`config.mk`:
```
export PLATFORM = sky130hd
export DESIGN_NAME = project3_alu_v_top
export DESIGN_NICKNAME = d
export VERILOG_FILES = /design/src/rtl/p3_alu_pkg.sv /design/src/rtl/p3_alu_core.sv /design/src/rtl/project3_alu_v_top.sv
export SDC_FILE = /design/constraint.sdc
export NUM_CORES = 1
export LEC_CHECK = 0
export ABC_AREA = 1
export ABC_CLOCK_PERIOD_IN_PS = 4800
export CAP_MARGIN = 20
export CORE_MARGIN = 2
export CORE_UTILIZATION = 59
export CTS_CLUSTER_SIZE = 10
export DETAILED_ROUTE_END_ITERATION = 7
export GPL_ROUTABILITY_DRIVEN = 0
export PLACE_DENSITY = 0.83
export REMOVE_ABC_BUFFERS = 1
export SYNTH_ARGS = -nofsm -noshare
export SYNTH_HDL_FRONTEND = slang
export SYNTH_HIERARCHICAL = 1
export SYNTH_SLANG_ARGS = --single-unit
```
`constraint.sdc`:
```
create_clock -name clk -period 4.8 [get_ports clk]
set_clock_uncertainty 0.15 [all_clocks]
set_input_delay 0.96 -clock clk [delete_from_list [all_inputs] [get_ports clk]]
set_output_delay 0.96 -clock clk [all_outputs]
set_load 0.02 [all_outputs]
```
`src/rtl/p3_alu_pkg.sv`:
```
// Shared encodings for the project3 execute-stage ALU: main-control aluop values,
// funct3 constants and the internal operation enum used between decoder and core.
package p3_alu_pkg;

  localparam logic [1:0] ALUOP_MEM = 2'd0;
  localparam logic [1:0] ALUOP_BR  = 2'd1;
  localparam logic [1:0] ALUOP_R   = 2'd2;

  localparam logic [2:0] F3_ADD  = 3'd0;
  localparam logic [2:0] F3_SLL  = 3'd1;
  localparam logic [2:0] F3_SLT  = 3'd2;
  localparam logic [2:0] F3_SLTU = 3'd3;
  localparam logic [2:0] F3_XOR  = 3'd4;
  localparam logic [2:0] F3_SR   = 3'd5;
  localparam logic [2:0] F3_OR   = 3'd6;
  localparam logic [2:0] F3_AND  = 3'd7;

  typedef enum logic [3:0] {
    OP_ADD,
    OP_SUB,
    OP_SLL,
    OP_SLT,
    OP_SLTU,
    OP_XOR,
    OP_SRL,
    OP_SRA,
    OP_OR,
    OP_AND
  } alu_op_e;

endpackage

```
`src/rtl/p3_alu_core.sv`:
```
// Combinational ALU datapath: executes one decoded operation and derives the
// zero, signed-overflow and carry flags (flags other than zero only for add/sub).
module p3_alu_core
  import p3_alu_pkg::*;
#(
  parameter int WIDTH = 32
) (
  input  alu_op_e          op,
  input  logic [WIDTH-1:0] a,
  input  logic [WIDTH-1:0] b,
  output logic [WIDTH-1:0] result,
  output logic             zero,
  output logic             overflow,
  output logic             carryout
);

  localparam int SHW = $clog2(WIDTH);

  logic             is_sub;
  logic             is_arith;
  logic [WIDTH-1:0] b_eff;
  logic [WIDTH:0]   sum;
  logic [SHW-1:0]   shamt;

  // Subtraction reuses the adder as a + ~b + 1 so the carry doubles as "no borrow".
  always_comb begin
    is_sub   = (op == OP_SUB);
    is_arith = (op == OP_ADD) || (op == OP_SUB);
    b_eff    = is_sub ? ~b : b;
    sum      = {1'b0, a} + {1'b0, b_eff} + {{WIDTH{1'b0}}, is_sub};
    shamt    = b[SHW-1:0];

    result   = sum[WIDTH-1:0];
    unique case (op)
      OP_ADD, OP_SUB: result = sum[WIDTH-1:0];
      OP_SLL:         result = a << shamt;
      OP_SLT:         result = {{(WIDTH-1){1'b0}}, ($signed(a) < $signed(b))};
      OP_SLTU:        result = {{(WIDTH-1){1'b0}}, (a < b)};
      OP_XOR:         result = a ^ b;
      OP_SRL:         result = a >> shamt;
      OP_SRA:         result = $signed(a) >>> shamt;
      OP_OR:          result = a | b;
      OP_AND:         result = a & b;
      default:        result = sum[WIDTH-1:0];
    endcase

    carryout = is_arith & sum[WIDTH];
    overflow = is_arith & (a[WIDTH-1] == b_eff[WIDTH-1]) & (sum[WIDTH-1] != a[WIDTH-1]);
    zero     = (result == '0);
  end

endmodule

```
`src/rtl/project3_alu_v_top.sv`:
```
// Registered execute-stage ALU: decodes aluop/funccode into an operation, runs it
// through p3_alu_core and captures result and flags on every rising clock edge.
module project3_alu_v_top
  import p3_alu_pkg::*;
#(
  parameter int WIDTH = 32
) (
  input  logic             clk,
  input  logic             rst_n,
  input  logic [1:0]       aluop,
  input  logic [9:0]       funccode,
  input  logic [WIDTH-1:0] a,
  input  logic [WIDTH-1:0] b,
  output logic             zero,
  output logic [WIDTH-1:0] result,
  output logic             overflow,
  output logic             carryout
);

  alu_op_e          alu_op;
  logic [WIDTH-1:0] result_d, result_q;
  logic             zero_d, zero_q;
  logic             overflow_d, overflow_q;
  logic             carryout_d, carryout_q;
  logic             unused_funccode;

  assign unused_funccode = ^{funccode[9], funccode[7:3]};

  // Only R-type looks at funccode; reserved aluop falls back to add.
  always_comb begin
    alu_op = OP_ADD;
    case (aluop)
      ALUOP_MEM: alu_op = OP_ADD;
      ALUOP_BR:  alu_op = OP_SUB;
      ALUOP_R: begin
        case (funccode[2:0])
          F3_ADD:  alu_op = funccode[8] ? OP_SUB : OP_ADD;
          F3_SLL:  alu_op = OP_SLL;
          F3_SLT:  alu_op = OP_SLT;
          F3_SLTU: alu_op = OP_SLTU;
          F3_XOR:  alu_op = OP_XOR;
          F3_SR:   alu_op = funccode[8] ? OP_SRA : OP_SRL;
          F3_OR:   alu_op = OP_OR;
          F3_AND:  alu_op = OP_AND;
          default: alu_op = OP_ADD;
        endcase
      end
      default:   alu_op = OP_ADD;
    endcase
  end

  p3_alu_core #(.WIDTH(WIDTH)) u_core (
    .op       (alu_op),
    .a        (a),
    .b        (b),
    .result   (result_d),
    .zero     (zero_d),
    .overflow (overflow_d),
    .carryout (carryout_d)
  );

  always_ff @(posedge clk) begin
    if (!rst_n) begin
      result_q   <= '0;
      zero_q     <= 1'b1;
      overflow_q <= 1'b0;
      carryout_q <= 1'b0;
    end else begin
      result_q   <= result_d;
      zero_q     <= zero_d;
      overflow_q <= overflow_d;
      carryout_q <= carryout_d;
    end
  end

  assign result   = result_q;
  assign zero     = zero_q;
  assign overflow = overflow_q;
  assign carryout = carryout_q;

endmodule

```
* Word level (Yosys, flattened, before mapping)
Cells that the tools add are included.
** Word-level totals
- Output and inout port bits :: 35
- Flip-flop bits (word level) :: 35
- Bits of input ports :: 78
** Cells by class
- Add/subtract/negate cells :: 2
- Shift operators :: 3
- Reductions and logical operators :: 4
- $lt $le $gt $ge :: 2
- Muxes and demuxes :: 6
- Bitwise gates (word level) :: 7
- Equality and inequality tests :: 20
** Operators by type and width (count)
- case mux 32 bit (8 select lines) :: 1
- less-than comparator 32 bit :: 2
- adder 32 x 32 -> 33 bit :: 1
- adder 33 x 1 -> 33 bit :: 1
- AND 32 bit :: 1
- logical NOT 32 bit :: 1
- 2-to-1 mux 32 bit :: 1
- NOT 32 bit :: 1
- bitwise OR 32 bit :: 1
- case mux 4 bit (8 select lines) :: 1
- << shifter 32 x 5 -> 32 bit :: 1
- >> shifter 32 x 5 -> 32 bit :: 1
- >>> shifter 32 x 5 -> 32 bit :: 1
- bitwise XOR 32 bit :: 1
- == test 4 x 3 -> 1 bit (second input constant) :: 4
- == test 3 bit (second input constant) :: 4
- == test 4 x 2 -> 1 bit (second input constant) :: 2
- == test 4 bit (second input constant) :: 2
- case mux 4 bit (2 select lines) :: 1
- == test 3 x 2 -> 1 bit (second input constant) :: 2
- == test 4 x 1 -> 1 bit (second input constant) :: 1
- logical NOT 4 bit :: 1
- AND 1 bit :: 3
- == test 3 x 1 -> 1 bit (second input constant) :: 1
- 7 further kinds :: 8

* Longest topological paths before layout
- Depth in word-level cells :: 9
- Depth in mapped cells :: 34
- Gate-level depth less buffers :: 33

* By module
The synthesis kept the hierarchy.
** By module, submodules not included
- p3_alu_core :: sequential area each 0.0 µm², area each 9031.2 µm², cells each 1777, times used 1
- project3_alu_v_top :: sequential area each 700.7 µm², area each 1142.3 µm², cells each 139, times used 1

* Least setup slack after synthesis
No wires, ideal clock.
- Path kind :: input port to flip-flop
- From :: input port aluop[0]
- To :: register zero_q (netlist: zero)
- Stages on the path :: 24
- Arrival :: 4.233 ns
- Setup time :: 0.058 ns
- Path slack :: 0.359 ns
- Path buffers :: 1
- Required time :: 4.592 ns
- Cells stage by stage :: inv_1 ha_1 nor2_2 nand2_1 a21oi_1 nor2_2 nand2_1 buf_1 xor2_1 ha_1 nand2_1 nand3_1 nand2_1 nand3_1 or2_2 nand3_1 nand3_1 nor2_1 nand2_1 nor2_1 nand3_1 nor2_1 inv_1 nand2_1
** Between the ends
- Word-level cells in the longest chain between the ends :: 8
** Ends and longest elaborated chain
- start, declared :: line project3_alu_v_top.sv:10 : input logic [1:0] aluop,
- == test 2 bit or == test 2 x 1 -> 1 bit (tied branches) :: line project3_alu_v_top.sv:32 : case (aluop)
- case mux 4 bit (2 select lines) (*) :: line project3_alu_v_top.sv:32
- net alu_op[2] :: line project3_alu_v_top.sv:20 : alu_op_e alu_op;
- == test 4 x 1 -> 1 bit :: line p3_alu_core.sv:27 : is_sub = (op == OP_SUB);
- 2-to-1 mux 32 bit :: line p3_alu_core.sv:29 : b_eff = is_sub ? ~b : b;
- adder 32 x 32 -> 33 bit :: line p3_alu_core.sv:30 : sum = {1'b0, a} + {1'b0, b_eff} + {{WIDTH{1'b0}}, is_sub};
- adder 33 x 1 -> 33 bit :: line p3_alu_core.sv:30
- case mux 32 bit (8 select lines) (*) :: line p3_alu_core.sv:34 : unique case (op)
- net result_d[8] :: line project3_alu_v_top.sv:21 : logic [WIDTH-1:0] result_d, result_q;
- logical NOT 32 bit (*) :: line p3_alu_core.sv:49 : zero = (result == '0);
- net zero_d :: line project3_alu_v_top.sv:22 : logic zero_d, zero_q;
- end signal, assigned :: line project3_alu_v_top.sv:70 : zero_q <= zero_d;
- end, declared :: line project3_alu_v_top.sv:22
The timed path passes the listed nets; every way through them passes the cells marked *.
A chain may end at the register's enable or synchronous reset.

* Worst setup path after layout
- From :: input port funccode[2]
- To :: register zero_q (netlist: zero)
** Between the ends
- Word-level cells in the longest chain between the ends :: 9
** Ends and longest elaborated chain
- start, declared :: line project3_alu_v_top.sv:11 : input logic [9:0] funccode,
- == test 3 bit, or another cell as far along :: line project3_alu_v_top.sv:36 : case (funccode[2:0])
- case mux 4 bit (8 select lines) (*) :: line project3_alu_v_top.sv:36
- case mux 4 bit (2 select lines) (*) :: line project3_alu_v_top.sv:32
- net alu_op[0] :: line project3_alu_v_top.sv:20
- == test 4 x 1 -> 1 bit :: line p3_alu_core.sv:27
- 2-to-1 mux 32 bit :: line p3_alu_core.sv:29
- adder 32 x 32 -> 33 bit :: line p3_alu_core.sv:30
- adder 33 x 1 -> 33 bit :: line p3_alu_core.sv:30
- case mux 32 bit (8 select lines) (*) :: line p3_alu_core.sv:34
- net result_d[12] :: line project3_alu_v_top.sv:21
- logical NOT 32 bit (*) :: line p3_alu_core.sv:49
- net zero_d :: line project3_alu_v_top.sv:22
Marked as above.

==> summary.md <==
| Metric | Value |
|---|---|
| Status | finished with violations |
| Failing checks | DRC |
| Largest net degree at the start of global routing | 65 |
| Worst Path Arrival | 4710 ps |
| # diodes | 0 |
| DP Worst Slack | -457 ps |
| Initial antenna violation count | 0 |
| Initial core utilization | 59.6% |
| CP startpoint | funccode[2] |
| Cells after synthesis | 1,916 |
| Placed Cells | 2,336 |
| Clock slew at reported path FFs | 50 ps |
| CP max stage delay | 540 ps |
| DR vias | 14,300 |
| Worst vdd ir | 0.220 mV |
| IO Pins | 113 |
| Synth area leader | nand2_1 |
| Crit path max fanout | 7 |
| Final period utilization | 96.5% |
| FF+latch count, synth | 35 |
| Clock tree buffer depth | 2 |
| Worst slew pin tran | 1040 ps |
| Share of cells above drive strength 1 | 13.4% |
| Ys async rst share | 0% |
| Leak pwr | 7.29 nW |
| Initial DRT Pass Iterations | 8 |
| Post-synth EDFFs | 0 |
| Min cycle time layout | 4630 ps |
| Final ANT Viol Nets | 0 |
| HP Class | input port to flop |
| Most instantiated cells after synthesis | nand2_1 (610), nand3_1 (377), inv_1 (267), nor2_1 (140), ha_1 (130) |
| Row cnt | 48 |
| Finished Layout Cells | 2,356 |
| Die width | 135 um |
| CP max stage cell | clkdlybuf4s50_1 |
| CTS tree | built |
| # setup viols final | 0 |
| Post-synth cell types | 42 |
| DRC | 52 |
| Hpwl dp | 32,300 um |
| Ranking of synthesized cells by area | nand2_1 (23%), nand3_1 (19%), ha_1 (16%), inv_1 (9.9%), dfxtp_1 (6.9%) |
| Port bufs | 106 |
| Hold buffer count at CTS | 0 |
| Power Density | 207 mW/mm^2 |
| Critical Path Start Type | input port |
| Pwr Total | 2.69 mW |
| Total track usage | 42.7% |
| Die ar. | 0.0183 sq mm |
| Gr ovfl total | 0 |
| Num CTS Buffers | 5 |
| Synth Cell Area | 0.0102 sq mm |
| Seq/Total Area, Yosys | 6.89% |
| TritonCTS Sinks | 35 |
| Die height | 135 um |
| Synth Area per Inst | 5.31 sq um |
| First-pass GRT wire length | 61,900 um |
| Cell mode on critical path | nand2_1 |
| Slew Limit Fails | 0 |
| H-Tree Depth | 2 |
| Setup TNS | 0 ps |
| Critical path type | input port to flop |
| CTS root buffer | clkbuf_16 |
| Total Wirelength | 41,500 um |
| Area delta synth->final | 27.7% |
| Synth Flop Type | dfxtp_1 |
| Warnings, synthesis | 6 |
| Min-delay src | rst_n |
| CP endpoint kind | flop |
| Max_slew headroom | 30.4% |
| Routed length per instance | 17.6 um |
| WP data required | 4870 ps |
| Hold Vio Cnt, Final | 0 |
| DRT iter0 DRCs | 2,479 |
| Maximum Capacitance Violations | 0 |
| Synth top area share | 22.5% |
| Vias in the first global route | 12,700 |
| Highest clock rate | 0.216 GHz |
| Vias per cell | 6.08 |
| Core Area | 0.0171 sq mm |
| Final WS setup | 168 ps |
| Final Core Density | 76.2% |
| Most numerous cell in the Yosys netlist | nand2_1 |
| Nets | 2,339 |
## state kept, by name, summed over array words and instances, names as in the netlist
name,cells
overflow,1
carryout,1
zero,1
result,32
## through the flow
stage | instance area, sq um | hold slack, ps
floorplan | 9810 | 879
global placement | 12400 | 1600
detailed placement | 12400 | 1600
CTS | 12800 | 1370
global route | 13000 | 1330
finish | 13000 | 1310
## logic make-up (layout without fill, tap and decap cells)
family / after synthesis / in the layout / synth area share (%)
AOI/OAI and AO/OA: 172 / 172 / 9.83
xor gates and xnor gates: 33 / 33 / 2.84
adders and majority gates: 131 / 131 / 16.2
buffers and inverters: 347 / 562 / 13.7
DFF: 35 / 35 / 6.89
and+or+nand+nor: 1198 / 1198 / 50.5
## worst max-delay path, delay by kind of cell
family	cells	cell delay [ps]
xor+xnor	1	140
buf+inv	8	1150
compound gates	1	170
simple gates	20	1880
fa+ha+maj	1	360
## placed cells by master (no fill, tap or decap), types with 4 or more instances in the layout
cell type        synthesis  layout
inv_2                    9      10
or2_2                    4       4
nor2_1                 140     120
o21ai_0                 36      34
o21a_1                   6       6
xor2_1                  32      29
nor3_1                  17      16
inv_1                  267     266
dfxtp_1                 35      35
a211oi_1                 6       6
nand2_2                  5      30
nand3_1                377     365
clkdlybuf4s50_1          0     101
nand3_2                  0      12
nand4_1                 14      14
and2_1                   9       9
clkbuf_16                0       6
nor2_4                   1       7
buf_12                   0       4
o21bai_1                 6       5
o211ai_1                16      16
buf_4                    8     165
nor2_2                   8      22
ha_1                   130     129
nand3b_1                 8       8
nand2_1                610     584
a21oi_2                  0       9
a21oi_1                 70      61
o21ai_1                 12      13
## per-layer routing
layer	up-vias	global-route usage, %	wire, um
met5	-	0	0
met4	0	31.2	3770
met3	307	10.0	6170
met2	1251	65.5	17200
met1	6163	52.1	14300
li1	6615	-	-
## path summary, 6_finish.rpt
kind         to  slack [ps]  depth (start not counted)
max        zero         170                         31
min   result[1]        1310                          3
## area by class of cell
type	count	area, sq um
well taps	225	282
inverters	276	1040
clock buffers	8	156
repair buffers	278	2450
flip-flops and latches	35	701
multi-input cells	1534	8370
fillers	1378	4070
## report_power, final
part	switching, mW	internal, mW
sequential	0.0146	0.346
clock	0.116	0.221
combinational	1.17	0.829
total	1.30	1.40
## what timing repair did
action | in CTS | in global routing
buffers inserted | 3 | 6
cloned | 1 | 1
setup endpoints to repair | 1 | 15
gates resized for setup | 42 | 44
pin swaps | 13 | 23
No activity file was read; power rests on OpenSTA's default activity.
